`src/rtl/alu_core.sv`:
```
// Execute-stage MIPS ALU: registered single-cycle ops, iterative shift-add MULT/MULTU
// writing HI/LO, and a sticky BREAK halt, behind a start/busy/done handshake.
module alu_core #(
   parameter int WIDTH = 32
) (
   input  logic             clk,
   input  logic             rst_n,
   input  logic             start,
   input  logic [3:0]       control,
   input  logic [WIDTH-1:0] a,
   input  logic [WIDTH-1:0] b,
   output logic [WIDTH-1:0] result,
   output logic             zero,
   output logic             overflow,
   output logic             busy,
   output logic             done,
   output logic [WIDTH-1:0] hi,
   output logic [WIDTH-1:0] lo,
   output logic             brk
);

   localparam int DW = 2 * WIDTH;
   localparam int HW = WIDTH / 2;
   localparam int CW = $clog2(WIDTH + 1);

   localparam logic [3:0] OP_AND   = 4'b0000;
   localparam logic [3:0] OP_OR    = 4'b0001;
   localparam logic [3:0] OP_ADD   = 4'b0010;
   localparam logic [3:0] OP_XOR   = 4'b0011;
   localparam logic [3:0] OP_ADDU  = 4'b0100;
   localparam logic [3:0] OP_SUBU  = 4'b0101;
   localparam logic [3:0] OP_SUB   = 4'b0110;
   localparam logic [3:0] OP_SLT   = 4'b0111;
   localparam logic [3:0] OP_MULT  = 4'b1000;
   localparam logic [3:0] OP_MULTU = 4'b1001;
   localparam logic [3:0] OP_LUI   = 4'b1010;
   localparam logic [3:0] OP_BREAK = 4'b1111;

   typedef enum logic [1:0] {
      ST_IDLE = 2'd0,
      ST_MUL  = 2'd1,
      ST_FIX  = 2'd2,
      ST_HALT = 2'd3
   } state_t;

   state_t           state_q, state_d;
   logic [WIDTH-1:0] result_q, result_d;
   logic             zero_q, zero_d;
   logic             overflow_q, overflow_d;
   logic             busy_q, busy_d;
   logic             done_q, done_d;
   logic [WIDTH-1:0] hi_q, hi_d;
   logic [WIDTH-1:0] lo_q, lo_d;
   logic             brk_q, brk_d;
   logic [DW-1:0]    mcand_q, mcand_d;
   logic [WIDTH-1:0] mplier_q, mplier_d;
   logic [DW-1:0]    acc_q, acc_d;
   logic [CW-1:0]    cnt_q, cnt_d;
   logic             sign_q, sign_d;

   logic [WIDTH-1:0] sum_s, diff_s, alu_res_s, a_abs_s, b_abs_s;
   logic             alu_ovf_s, add_ovf_s, sub_ovf_s, slt_s;
   logic [DW-1:0]    prod_s;

   // Single-cycle datapath results and signed-overflow detection
   always_comb begin
      sum_s     = a + b;
      diff_s    = a - b;
      add_ovf_s = (a[WIDTH-1] == b[WIDTH-1]) && (sum_s[WIDTH-1] != a[WIDTH-1]);
      sub_ovf_s = (a[WIDTH-1] != b[WIDTH-1]) && (diff_s[WIDTH-1] != a[WIDTH-1]);
      slt_s     = $signed(a) < $signed(b);
      a_abs_s   = a[WIDTH-1] ? ({WIDTH{1'b0}} - a) : a;
      b_abs_s   = b[WIDTH-1] ? ({WIDTH{1'b0}} - b) : b;
      prod_s    = sign_q ? ({DW{1'b0}} - acc_q) : acc_q;
      alu_res_s = {WIDTH{1'b0}};
      alu_ovf_s = 1'b0;
      case (control)
         OP_AND:  alu_res_s = a & b;
         OP_OR:   alu_res_s = a | b;
         OP_ADD:  begin alu_res_s = sum_s;  alu_ovf_s = add_ovf_s; end
         OP_XOR:  alu_res_s = a ^ b;
         OP_ADDU: alu_res_s = sum_s;
         OP_SUBU: alu_res_s = diff_s;
         OP_SUB:  begin alu_res_s = diff_s; alu_ovf_s = sub_ovf_s; end
         OP_SLT:  alu_res_s = {{(WIDTH-1){1'b0}}, slt_s};
         OP_LUI:  alu_res_s = {b[HW-1:0], {HW{1'b0}}};
         default: alu_res_s = {WIDTH{1'b0}};
      endcase
   end

   // Control FSM: issue, multiply iterations, sign fix-up and halt
   always_comb begin
      state_d    = state_q;
      result_d   = result_q;
      zero_d     = zero_q;
      overflow_d = overflow_q;
      busy_d     = busy_q;
      done_d     = 1'b0;
      hi_d       = hi_q;
      lo_d       = lo_q;
      brk_d      = brk_q;
      mcand_d    = mcand_q;
      mplier_d   = mplier_q;
      acc_d      = acc_q;
      cnt_d      = cnt_q;
      sign_d     = sign_q;
      case (state_q)
         ST_IDLE: begin
            if (start) begin
               case (control)
                  OP_MULT, OP_MULTU: begin
                     if (control == OP_MULT) begin
                        mcand_d  = {{WIDTH{1'b0}}, a_abs_s};
                        mplier_d = b_abs_s;
                        sign_d   = a[WIDTH-1] ^ b[WIDTH-1];
                     end else begin
                        mcand_d  = {{WIDTH{1'b0}}, a};
                        mplier_d = b;
                        sign_d   = 1'b0;
                     end
                     acc_d   = {DW{1'b0}};
                     cnt_d   = CW'(WIDTH);
                     busy_d  = 1'b1;
                     state_d = ST_MUL;
                  end
                  OP_BREAK: begin
                     brk_d      = 1'b1;
                     result_d   = {WIDTH{1'b0}};
                     zero_d     = 1'b1;
                     overflow_d = 1'b0;
                     done_d     = 1'b1;
                     state_d    = ST_HALT;
                  end
                  default: begin
                     result_d   = alu_res_s;
                     zero_d     = (alu_res_s == {WIDTH{1'b0}});
                     overflow_d = alu_ovf_s;
                     done_d     = 1'b1;
                  end
               endcase
            end else begin
               state_d = ST_IDLE;
            end
         end
         ST_MUL: begin
            acc_d    = mplier_q[0] ? (acc_q + mcand_q) : acc_q;
            mcand_d  = mcand_q << 1;
            mplier_d = mplier_q >> 1;
            cnt_d    = cnt_q - CW'(1);
            if (cnt_q == CW'(1)) begin
               state_d = ST_FIX;
            end else begin
               state_d = ST_MUL;
            end
         end
         ST_FIX: begin
            hi_d       = prod_s[DW-1:WIDTH];
            lo_d       = prod_s[WIDTH-1:0];
            result_d   = prod_s[WIDTH-1:0];
            zero_d     = (prod_s[WIDTH-1:0] == {WIDTH{1'b0}});
            overflow_d = 1'b0;
            done_d     = 1'b1;
            busy_d     = 1'b0;
            state_d    = ST_IDLE;
         end
         ST_HALT: begin
            state_d = ST_HALT;
         end
         default: begin
            state_d = ST_IDLE;
         end
      endcase
   end

   // State and output registers; reset abandons any multiply and clears HALT
   always_ff @(posedge clk) begin
      if (!rst_n) begin
         state_q    <= ST_IDLE;
         result_q   <= {WIDTH{1'b0}};
         zero_q     <= 1'b1;
         overflow_q <= 1'b0;
         busy_q     <= 1'b0;
         done_q     <= 1'b0;
         hi_q       <= {WIDTH{1'b0}};
         lo_q       <= {WIDTH{1'b0}};
         brk_q      <= 1'b0;
         mcand_q    <= {DW{1'b0}};
         mplier_q   <= {WIDTH{1'b0}};
         acc_q      <= {DW{1'b0}};
         cnt_q      <= {CW{1'b0}};
         sign_q     <= 1'b0;
      end else begin
         state_q    <= state_d;
         result_q   <= result_d;
         zero_q     <= zero_d;
         overflow_q <= overflow_d;
         busy_q     <= busy_d;
         done_q     <= done_d;
         hi_q       <= hi_d;
         lo_q       <= lo_d;
         brk_q      <= brk_d;
         mcand_q    <= mcand_d;
         mplier_q   <= mplier_d;
         acc_q      <= acc_d;
         cnt_q      <= cnt_d;
         sign_q     <= sign_d;
      end
   end

   assign result   = result_q;
   assign zero     = zero_q;
   assign overflow = overflow_q;
   assign busy     = busy_q;
   assign done     = done_q;
   assign hi       = hi_q;
   assign lo       = lo_q;
   assign brk      = brk_q;

endmodule
```
`config.mk`:
```
export PLATFORM = sky130hd
export DESIGN_NAME = alu_core
export DESIGN_NICKNAME = d
export VERILOG_FILES = /design/src/rtl/alu_core.sv
export SDC_FILE = /design/constraint.sdc
export NUM_CORES = 1
export LEC_CHECK = 0
export ABC_AREA = 1
export BUFFER_PORTS_ARGS = -buffer_cell sky130_fd_sc_hd__buf_2
export CAP_MARGIN = 25
export CELL_PAD_IN_SITES_DETAIL_PLACEMENT = 1
export CELL_PAD_IN_SITES_GLOBAL_PLACEMENT = 1
export CORE_MARGIN = 2
export CORE_UTILIZATION = 40
export DETAILED_ROUTE_END_ITERATION = 12
export PLACE_DENSITY_LB_ADDON = 0.2
export SLEW_MARGIN = 20
export SYNTH_ARGS = -nofsm -noshare
export SYNTH_HDL_FRONTEND = slang
export SYNTH_SLANG_ARGS = --single-unit
```
`constraint.sdc`:
```
create_clock -name clk -period 7.7 [get_ports clk]
set_clock_uncertainty 0.1 [all_clocks]
set_input_delay 1.54 -clock clk [delete_from_list [all_inputs] [get_ports clk]]
set_output_delay 1.54 -clock clk [all_outputs]
set_load 0.1 [all_outputs]
```
# After elaboration in Yosys (flattened, before gate mapping)
# Index checks and enable logic that the tools add are counted.
[word_totals]
register_bits = 270
inputBits = 71
output_inout_bits = 101
word_cells = 107
[classes]
n_addsub = 7
magnitude_cmp = 1
eq_ne = 24
muxes = 40
n_bitwise = 4
reduce_logical = 17
[op_table]
columns = ["op", "n"]
rows = [
  ["$mux W64", 6],
  ["$pmux W64 S2", 2],
  ["$mux W32", 7],
  ["$pmux W32 S7", 1],
  ["$pmux W32 S2", 3],
  ["$add A64 B64 Y64", 1],
  ["$logic_not A32 Y1", 2],
  ["$sub A1 B32 Y32 const A", 2],
  ["$sub A1 B64 Y64 const A", 1],
  ["$add A32 B32 Y32", 1],
  ["$and A32 B32 Y32", 1],
  ["$lt A32 B32 Y1", 1],
  ["$or A32 B32 Y32", 1],
  ["$sub A32 B32 Y32", 1],
  ["$xor A32 B32 Y32", 1],
  ["$eq A4 B3 Y1 const B", 4],
  ["$eq A4 B4 Y1 const B", 4],
  ["$reduce_and A3 Y1", 5],
  ["$pmux W1 S2", 7],
  ["$mux W6", 2],
  ["$pmux W6 S2", 1],
  ["$eq A4 B2 Y1 const B", 2],
  ["$pmux W2 S4", 1],
  ["$mux W1", 7],
  ["19 further kinds", 29],
]

# Depth between registers and ports, before layout
# Gate-level depths: netlist of the first run.
[depth]
depth_word = 7
ltp_mapped = 24
mapped_depth_nobuf = 23

# Least setup slack after synthesis of the first run
# Ideal clock, no wire load.
[synth_path]
path_kind = "input to register"
start = "input port a[0]"
end = "register zero_q (netlist: zero)"
setup_time_ns = 0.058
arrival_ns = 3.467
required_time_ns = 7.542
path_slack_ns = 4.075
stages = 22
path_buffers = 0
cell_sequence = "ha_1 -> inv_1 -> fa_1 -> inv_1 -> nand3_1 -> nand2_1 -> nand2_1 -> nand2_1 -> nand2_1 -> nand2_1 -> nand2_1 -> nand2_1 -> nand2_1 -> nand3_1 -> nand3_1 -> nor2_1 -> nand3_1 -> nor2_1 -> nand3_1 -> nand2_1 -> nand2_1 -> nand2_1"
[synth_between]
elab_chain_cells = 6
word_cells_on_any_way = 11
classes_between = "add/sub (2); order compare (1); mux (4); bitwise (3); reduce/logical (1)"
[synth_lines]
columns = ["item", "line_no", "rtl"]
rows = [
  ["from (decl)", "10", "input logic [WIDTH-1:0] a,"],
  ["$sub A32 B32 Y32, or another cell as far along", "68", "diff_s = a - b;"],
  ["$pmux W32 S7 (*)", "77", "case (control)"],
  ["$logic_not A32 Y1 (*)", "136", "zero_d = (alu_res_s == {WIDTH{1'b0}});"],
  ["$pmux W1 S2 (*)", "110", "case (control)"],
  ["$mux W1 (*)", "109", "if (start) begin"],
  ["$pmux W1 S2 (*)", "107", "case (state_q)"],
  ["to (signal assigned)", "195", "zero_q <= zero_d;"],
  ["to (decl)", "48", "logic zero_q, zero_d;"],
]
# Every way passes the cells marked *; elsewhere a longest branch is shown, timed or not. The select of a mux whose other input is x is not followed.
# A chain may end at the register's enable or synchronous reset.

# Worst setup path after layout of the first run
[layout_path]
start = "input port b[0]"
end = "register zero_q (netlist: zero)"
[layout_between]
elab_chain_cells = 6
word_cells_on_any_way = 11
classes_between = "add/sub (2); order compare (1); mux (4); bitwise (3); reduce/logical (1)"
[layout_lines]
columns = ["item", "line_no", "rtl"]
rows = [
  ["from (decl)", "11", "input logic [WIDTH-1:0] b,"],
  ["$sub A32 B32 Y32, or another cell as far along", "68", ""],
  ["$pmux W32 S7 (*)", "77", ""],
  ["$logic_not A32 Y1 (*)", "136", ""],
  ["$pmux W1 S2 (*)", "110", ""],
  ["$mux W1 (*)", "109", ""],
  ["$pmux W1 S2 (*)", "107", ""],
]
# Marked as above.

==> impl_metrics.py, run 1 <==
metrics = {
    "outcome": {
        "status": "completed",
    },
    "timing": {
        "max_slew_margin_pct": 27.8,
        "post-route-min-period_ps": 4580,
        "grt_setup_unrepaired": "no",
        "fin_crit_sh_pct": 59.5,
        "finalSetupViolCount": 0,
        "fin_setup_tns_ps": 0,
        "worst-slew-pin-transition_ps": 1080,
        "final-max-slew-violation-count": 0,
        "timing.final.hold_violations": 0,
        "fmax_mhz": 218,
    },
    "drt": {
        "met2_wirelength_um": 47300,
        "antenna_left": 0,
        "topRoutingLayerUsed": "met5",
        "detailedRoute.firstPassIterationCount": 6,
        "routedWlPerCell_um": 23.2,
        "drt_wl_total_um": 116000,
        "drtIter0Drc": 2764,
        "metal1_wirelength_um": 54200,
        "met3_wirelength_um": 10500,
        "route.detailed.drc": 0,
        "route.vias.total": 29200,
        "route.detailed.vias_per_inst": 5.83,
    },
    "synthesis": {
        "syn-cell-area_um2": 24500,
        "mappedNetlistNets": 4365,
        "ys_ff_latch": 270,
        "synth_top_cells_by_area": "sky130_fd_sc_hd__dfxtp_1 (22%), sky130_fd_sc_hd__nand2_1 (17%), sky130_fd_sc_hd__ha_1 (8.8%), sky130_fd_sc_hd__inv_1 (8.2%), sky130_fd_sc_hd__a21oi_1 (8.1%)",
        "synth-adder-area-share_pct": 9.01,
        "muxShareOfSynthArea_pct": 0,
        "synth_largest_area_cell": "sky130_fd_sc_hd__dfxtp_1",
        "synth_top_family_by_area": "simple AND/OR/NAND/NOR gates",
        "synth_top_cell_area_share_pct": 22.0,
        "synth_compound_area_share_pct": 20.6,
        "syn-mean-instance-area_um2": 5.96,
        "yosysWarnings": 0,
        "synth_xor_xnor_area_share_pct": 2.50,
        "yosys_cell_types": 60,
        "synth-simple-area-share_pct": 34.7,
        "asyncSetResetFlopFracSynth_pct": 0,
        "synth-edff-count": 0,
        "syn-instance-count": 4119,
        "ys_seq_area_share_pct": 22.0,
        "yosys_most_used_dff": "sky130_fd_sc_hd__dfxtp_1",
    },
    "clocking": {
        "tritoncts.num_buffers": 34,
        "htree_num_levels": 2,
        "clock_sink_count": 270,
        "post_cts_buffers": 0,
        "cts_repair_resize_count": 0,
        "clkTransAtPathRegs_ps": 60,
        "clock_latency_reported_for_the_late_side_of_the_worst_skew_pair_ps": 570,
        "tritoncts_clock_tree": "yes",
        "cts_max_path_buffers": 3,
        "count_of_hold_buffers_inserted_by_post_cts_repair": 0,
        "cts-root-buf": "sky130_fd_sc_hd__clkbuf_16",
    },
    "setup_path": {
        "critPathCaptureType": "flip-flop",
        "worst_ep_required_time_ps": 8090,
        "slowest_stage": "sky130_fd_sc_hd__fa_1",
        "critical-path-top-cell-by-count": "sky130_fd_sc_hd__nand2_1",
        "regToRegSetupSlack_ps": 4320,
        "r2r-end": "acc_q[58]",
        "r2r_start": "acc_q[0]",
        "element_type_at_the_critical_path_start": "input pin",
        "maximum_cell_stage_delay_along_the_critical_path_ps": 440,
        "setup.worst_path.class": "in -> reg",
        "worstPathCellList": "buf_2 -> ha_1 -> inv_1 -> fa_1 -> inv_1 -> nand3_1 -> nand2_1 -> nand2_1 -> nand2_1 -> nand2_1 -> nand3_1 -> nand2_1 -> nor2_1 -> nand3_1 -> nor2_1 -> nand2_1 -> nor2_1 -> nand2_1 -> nor2_1 -> nand3_1 -> nand2_1 -> nand2_1 -> nand2_1",
        "cp-startpoint": "b[0]",
        "arrival_worst_endpoint_ps": 4970,
        "worstPathBufferInverterCount": 3,
        "critPathCapture": "zero",
        "critical_path_depth": 23,
        "critical_path_peak_fanout": 5,
        "worstRegToRegCells": 15,
        "critical-path-top-delay-family": "simple AND/OR/NAND/NOR gates",
    },
    "floorplanning": {
        "die_h_um": 252,
        "floorplan.core_area_um2": 60500,
        "row_count": 90,
        "die_width_um": 252,
        "top_level_ports": 172,
        "fp.dieArea_um2": 63400,
        "initial_utilization_pct": 40.6,
    },
    "placed_design": {
        "placement.cell_area_um2": 25900,
        "io_buffers": 171,
        "detailed_placement_wirelength_estimate_um": 93000,
        "gp_congestion": 1.02,
    },
    "final_layout": {
        "share_of_post_route_cells_with_drive_strength_above_1_pct": 8.21,
        "area_growth_pct": 10.2,
        "postLayoutCellArea_um2": 27000,
        "fin_nets": 4439,
        "filler_cell_count": 8453,
    },
    "job": {
        "max_cap_violations": 0,
    },
    "global_route": {
        "first_pass_grt_wire_length_um": 174000,
        "grt_antenna_before_repair": 6,
        "grt_overflow": 0,
        "grt_start_max_net_pins": 169,
        "grt_util_all_layers_pct": 35.9,
        "via_count_of_the_first_global_routing_pass": 28100,
    },
    "pwr": {
        "lkg_pwr_uw": 0.0129,
        "p_per_area_nw_per_um2": 161,
        "peakVddDrop_v": 0.000137,
    },
    "hold_path": {
        "hold_class": "reg -> reg",
    },
}
stage by stage:
stage | util (%) | setup slack (ps) | cells | power, µW | hold slack (ps)
3_3_place_gp | 42.9 | 2560 | 4939 | 2710 | 349
5_1_grt | 44.7 | 2880 | 4998 | 4520 | 385
6_report | 44.7 | 3120 | 5000 | 4350 | 362
3_5_place_dp | 42.9 | 2650 | 4939 | 2720 | 354
2_1_floorplan | - | 4070 | 4119 | 2310 | 342
4_1_cts | 44.7 | 3180 | 4998 | 4340 | 363
worst min path at each step:
stage | from | to | slack, ps | cells past startpoint
6_report | lo[31] | lo[31] | 360 | 2
5_1_grt | lo[31] | lo[31] | 390 | 2
2_1_floorplan | mplier_q[19] | mplier_q[19] | 340 | 2
3_5_place_dp | lo[31] | lo[31] | 350 | 2
3_3_place_gp | lo[1] | lo[1] | 350 | 2
4_1_cts | lo[31] | lo[31] | 360 | 2
state kept, by name, indices dropped and copies added (netlist names), 2 cells and up:
| name | count |
|---|---|
| acc_q | 64 |
| hi | 32 |
| cnt_q | 6 |
| lo | 32 |
| state_q | 2 |
| result | 32 |
| mcand_q | 64 |
| mplier_q | 32 |
area by class of cell:
cell class	count	area (µm²)	share of cell area [%]
Antenna cell	2	5.00	0.0185
Clock buffer	49	977	3.61
Clock inverter	10	130	0.481
Inverter	551	2070	7.67
Multi-Input combinational cell	3143	16400	60.8
Sequential cell	270	5410	20.0
Tap cell	782	978	3.62
Timing Repair Buffer	193	1030	3.82
worst reg2reg max path, delay by kind of cell (launching register included):
kind	cells	cell delay [ps]
AOI/OAI and AO/OA	5	920
and+or+nand+nor	7	1080
buffers and inverters	1	180
adders and majority gates	2	450
DFF	1	470
cells by family after synthesis:
kind of cell | count (synthesis)
AO/OA/AOI/OAI | 893
XOR/XNOR | 70
adder cells (fa/ha/maj) | 175
buffers and inverters | 706
flip-flops | 270
AND/OR/NAND/NOR | 2005
synth_stat cells, drive strengths merged, types with 2 or more instances:
master,instances
a21boi,30
a21o,9
a21oi,397
a221oi,14
a31oi,53
and3,5
buf,77
clkbuf,78
dfxtp,270
fa,3
ha,172
inv,550
nand2,1106
nand3,274
nand3b,6
nand4,56
nor2,433
nor3,61
nor3b,2
nor4,27
o211ai,53
o21a,9
o21ai,243
o21bai,14
o221ai,19
o22ai,38
o31ai,5
o32ai,3
or2,31
xnor2,12
xor2,58
layer usage:
metal  vias up  track usage, %
li1      13700               -
met2      1153            52.8
met1     14100            51.7
met5         -               0
met3       211            7.58
met4        10            11.5
layout by cell type (no fill, tap or decap), types with 7 or more instances in the layout:
master / Yosys / routed
sky130_fd_sc_hd__nand2_1: 1092 / 1091
sky130_fd_sc_hd__inv_1: 536 / 534
sky130_fd_sc_hd__nor2_1: 413 / 412
sky130_fd_sc_hd__a21oi_1: 395 / 395
sky130_fd_sc_hd__nand3_1: 271 / 271
sky130_fd_sc_hd__dfxtp_1: 270 / 269
sky130_fd_sc_hd__o21ai_0: 223 / 222
sky130_fd_sc_hd__ha_1: 172 / 172
sky130_fd_sc_hd__buf_2: 52 / 171
sky130_fd_sc_hd__xor2_1: 58 / 58
sky130_fd_sc_hd__nor3_1: 58 / 58
sky130_fd_sc_hd__nand4_1: 55 / 55
sky130_fd_sc_hd__a31oi_1: 53 / 53
sky130_fd_sc_hd__o211ai_1: 52 / 52
sky130_fd_sc_hd__o22ai_1: 38 / 38
sky130_fd_sc_hd__clkbuf_16: 0 / 34
sky130_fd_sc_hd__a21boi_0: 30 / 30
sky130_fd_sc_hd__or2_2: 29 / 29
sky130_fd_sc_hd__nor4_1: 25 / 25
sky130_fd_sc_hd__buf_4: 5 / 21
sky130_fd_sc_hd__o221ai_1: 19 / 19
sky130_fd_sc_hd__o21ai_1: 19 / 18
sky130_fd_sc_hd__inv_2: 14 / 15
sky130_fd_sc_hd__o21bai_1: 14 / 14
sky130_fd_sc_hd__a221oi_1: 14 / 14
sky130_fd_sc_hd__xnor2_1: 12 / 12
sky130_fd_sc_hd__nor2_4: 9 / 11
sky130_fd_sc_hd__nand2_2: 10 / 11
sky130_fd_sc_hd__nor2_2: 11 / 10
sky130_fd_sc_hd__o21a_1: 9 / 9
sky130_fd_sc_hd__a21o_1: 9 / 9
sky130_fd_sc_hd__clkbuf_1: 77 / 8
sky130_fd_sc_hd__clkbuf_8: 0 / 7
where the power goes:
part / internal, µW / total (µW) / switching, µW
sequential: 1450 / 1500 / 47.4
clock: 956 / 1620 / 664
combinational: 297 / 1230 / 933
total: 2700 / 4350 / 1640
Power figures use the tool's default switching activity.
==> run 2, diff against run 1 <==
--- a/config.mk
+++ b/config.mk
@@ -5,7 +5,7 @@
 export SDC_FILE = /design/constraint.sdc
 export NUM_CORES = 1
 export LEC_CHECK = 0
-export ABC_AREA = 1
+export ABC_AREA = 0
 export BUFFER_PORTS_ARGS = -buffer_cell sky130_fd_sc_hd__buf_2
 export CAP_MARGIN = 25
 export CELL_PAD_IN_SITES_DETAIL_PLACEMENT = 1
==> constraint.sdc (replaced) <==
create_clock -name clk -period 4 [get_ports clk]
set_clock_uncertainty 0.1 [all_clocks]
set_input_delay 0.8 -clock clk [delete_from_list [all_inputs] [get_ports clk]]
set_output_delay 0.8 -clock clk [all_outputs]
set_load 0.1 [all_outputs]
==> impl_metrics.py, run 2 <==
metrics = {
    "synthesis": {
        "synth_commonest_cells": "sky130_fd_sc_hd__nor2_1 (285), sky130_fd_sc_hd__nand2_1 (274), sky130_fd_sc_hd__dfxtp_1 (270)",
        "asyncSetResetFlopFracSynth_pct": 0,
        "yosysWarnings": 0,
        "synth.most_common_cell": "sky130_fd_sc_hd__nor2_1",
        "mappedNetlistNets": 3011,
        "synth_largest_area_cell": "sky130_fd_sc_hd__dfxtp_1",
        "ys_ff_latch": 270,
        "yosys_cell_types": 82,
        "syn-cell-area_um2": 21000,
        "yosys_most_used_dff": "sky130_fd_sc_hd__dfxtp_1",
        "ys_seq_area_share_pct": 25.7,
        "syn-instance-count": 2765,
        "syn-mean-instance-area_um2": 7.60,
        "synth-edff-count": 0,
        "synth_top_cell_area_share_pct": 25.7,
        "synth_top_cells_by_area": "sky130_fd_sc_hd__dfxtp_1 (26%), sky130_fd_sc_hd__ha_1 (10%), sky130_fd_sc_hd__a21oi_1 (6.0%), sky130_fd_sc_hd__nor2_1 (5.1%), sky130_fd_sc_hd__nand2_1 (4.9%)",
    },
    "placed_design": {
        "io_buffers": 171,
        "gp_congestion": 0.987,
        "detailed_placement_wirelength_estimate_um": 82100,
    },
    "floorplanning": {
        "row_count": 84,
        "die_h_um": 233,
        "floorplan.core_area_um2": 52200,
        "top_level_ports": 172,
        "fp.dieArea_um2": 54400,
        "initial_utilization_pct": 40.2,
        "die_width_um": 233,
    },
    "timing": {
        "finalHoldWorstSlack_ps": 345,
        "post-route-min-period_ps": 4690,
        "fin_setup_tns_ps": -4580,
        "timing.final.hold_violations": 0,
        "finalSetupViolCount": 9,
        "grt_setup_unrepaired": "yes",
        "final_critical_path_setup_slack_ps": -695,
        "fmax_mhz": 213,
        "worst-slew-pin-transition_ps": 1020,
        "fin_crit_sh_pct": 117,
        "final-max-slew-violation-count": 0,
        "max_slew_margin_pct": 31.8,
    },
    "clocking": {
        "cts_max_path_buffers": 3,
        "tritoncts.num_buffers": 34,
        "tritoncts_clock_tree": "yes",
        "cts-root-buf": "sky130_fd_sc_hd__clkbuf_16",
        "htree_num_levels": 2,
        "clock_latency_reported_for_the_late_side_of_the_worst_skew_pair_ps": 560,
        "clkTransAtPathRegs_ps": 70,
        "clock_sink_count": 270,
        "count_of_hold_buffers_inserted_by_post_cts_repair": 0,
    },
    "final_layout": {
        "mostFrequentLayoutCells": "sky130_fd_sc_hd__buf_4 (521), sky130_fd_sc_hd__nor2_1 (278), sky130_fd_sc_hd__nand2_1 (274), sky130_fd_sc_hd__dfxtp_1 (267), sky130_fd_sc_hd__a21oi_1 (240)",
        "filler_cell_count": 6493,
        "area_growth_pct": 32.6,
        "final_core_util_pct": 53.3,
        "share_of_post_route_cells_with_drive_strength_above_1_pct": 26.7,
        "most_common_cell_after_layout_fill_and_taps_aside": "sky130_fd_sc_hd__buf_4",
        "reg.largest.list": "acc_q (64), mcand_q (64)",
        "fin_nets": 3573,
    },
    "setup_path": {
        "slowest_stage": "sky130_fd_sc_hd__or4_4",
        "critPathCaptureType": "flip-flop",
        "arrival_worst_endpoint_ps": 4980,
        "critical_path_peak_fanout": 6,
        "r2r_start": "acc_q[8]",
        "maximum_cell_stage_delay_along_the_critical_path_ps": 560,
        "critical-path-top-delay-family": "simple AND/OR/NAND/NOR gates",
        "setup.worst_path.class": "reg -> reg",
        "worst_ep_required_time_ps": 4290,
        "element_type_at_the_critical_path_start": "flip-flop",
        "worstPathBufferInverterCount": 0,
        "critical-path-top-cell-by-count": "sky130_fd_sc_hd__or4_4",
        "worstPathCellList": "or4_4 -> nor4_4 -> nand3_2 -> or4_4 -> or3_4 -> or4_4 -> or4_4 -> or4_4 -> or4_4 -> o41ai_4 -> xor2_1 -> a21oi_1",
        "worstRegToRegCells": 12,
        "r2r-end": "hi[23]",
        "regToRegSetupSlack_ps": -690,
    },
    "pwr": {
        "clockPowerShare_pct": 36.8,
        "power_uw": 8620,
        "power.switching_uw": 3010,
        "lkg_pwr_uw": 0.0124,
        "power_report.internal_total_uw": 5600,
        "power.share.sequential_pct": 33.2,
        "switching_share_pct": 35.0,
        "combPwrFrac_pct": 30.0,
        "peakVddDrop_v": 0.000328,
        "p_per_area_nw_per_um2": 309,
    },
    "hold_path": {
        "min_delay_path_depth": 2,
        "worst_hold_startpoint": "brk",
        "worstHoldEndpoint": "brk",
        "hold_class": "reg -> reg",
    },
    "global_route": {
        "grt_overflow": 0,
        "grt_start_max_net_pins": 97,
        "grt_antenna_before_repair": 3,
        "via_count_of_the_first_global_routing_pass": 24500,
        "first_pass_grt_wire_length_um": 153000,
        "grt_util_all_layers_pct": 37.0,
    },
    "drt": {
        "route.vias.total": 24600,
        "drtIter0Drc": 1904,
        "antenna_left": 0,
        "detailedRoute.firstPassIterationCount": 7,
        "route.detailed.drc": 0,
        "route.detailed.vias_per_inst": 6.09,
        "routedWlPerCell_um": 25.6,
        "drt_wl_total_um": 104000,
    },
    "outcome": {
        "status": "finished, violations left",
        "violations": "negative setup slack",
    },
    "job": {
        "max_cap_violations": 0,
    },
}
run 2: cell count changes after synthesis, moves of 59 or more:
cell and delta:
sky130_fd_sc_hd__inv_1 -406, sky130_fd_sc_hd__nor2_1 -128, sky130_fd_sc_hd__nand2_1 -818, sky130_fd_sc_hd__o21ai_0 -59
sky130_fd_sc_hd__a22oi_1 +76, sky130_fd_sc_hd__nand3_1 -231, sky130_fd_sc_hd__a21oi_1 -143, sky130_fd_sc_hd__clkbuf_1 +74
sky130_fd_sc_hd__xnor2_1 +97
run 2: cell families (layout without fill, tap and decap cells):
logic type	after synthesis	in the layout	share of synthesized area, %
compound gates	959	959	30.8
simple gates	860	860	19.0
buf+inv	303	889	5.62
flops	270	270	25.7
xor+xnor	186	186	7.75
fa+ha+maj	175	175	10.5
mux	12	12	0.589
other cells	0	1	0
run 2: stage by stage:
stage | instance area (µm²) | instances | setup slack (ps)
floorplan | 21100 | 2765 | -634
finish | 27900 | 4040 | -695
global route | 27900 | 4039 | -839
CTS | 27500 | 4032 | -737
global placement | 26100 | 3966 | -1010
detailed placement | 26100 | 3967 | -1060
run 2: layer usage:
metal	vias to the layer above	GRT usage, %	share of wire, %	routed length [µm]
li1	11300	-	-	-
met1	12200	52.1	46	47300
met2	879	57.3	44	45400
met3	184	5.69	6.9	7160
met4	0	12.3	3.6	3750
met5	-	0	0	0
run 2: power by group through the flow:
stage	Combinational (µW)	Clock (µW)	Sequential, µW
floorplan	1010	0	3170
global placement	2380	0	2910
detailed placement	2420	0	2910
CTS	2480	3200	2860
global route	2730	3300	2870
finish	2590	3170	2860
run 2: worst reg2reg max path, stage by stage (launching register included):
cell and delay (ps):
sky130_fd_sc_hd__dfxtp_2 320, sky130_fd_sc_hd__or4_4 560, sky130_fd_sc_hd__nor4_4 220, sky130_fd_sc_hd__nand3_2 170, sky130_fd_sc_hd__or4_4 450, sky130_fd_sc_hd__or3_4 350, sky130_fd_sc_hd__or4_4 430, sky130_fd_sc_hd__or4_4 440
sky130_fd_sc_hd__or4_4 440, sky130_fd_sc_hd__or4_4 550, sky130_fd_sc_hd__o41ai_4 250, sky130_fd_sc_hd__xor2_1 170, sky130_fd_sc_hd__a21oi_1 80
run 2: area by class of cell:
| type | count | area (µm²) | share of cell area (%) |
|---|---|---|---|
| clock inverters | 14 | 173 | 0.620 |
| flip-flops and latches | 270 | 5410 | 19.4 |
| multi-input cells | 2192 | 15000 | 54.0 |
| clock buffers | 46 | 957 | 3.43 |
| repair buffers | 699 | 4910 | 17.6 |
| diodes | 1 | 2.50 | 0.00898 |
| inverters | 130 | 507 | 1.82 |
| well taps | 688 | 861 | 3.09 |
run 2: timing repair:
item                       in CTS  in global routing
pin swaps                      21                 35
hold endpoints to repair        0                  0
resized for setup              52                 71
setup buffers                   5                  7
setup endpoints to repair      25                 31
run 2: how the worst max path moves through the flow:
stage	start	to	slack, ps	cells past startpoint
6_report	acc_q[8]	hi[23]	-690	12
5_1_grt	acc_q[8]	hi[23]	-840	12
4_1_cts	acc_q[8]	hi[23]	-740	12
3_5_place_dp	b[2]	zero	-1060	17
3_3_place_gp	a[0]	zero	-1010	18
2_1_floorplan	acc_q[8]	hi[23]	-630	13
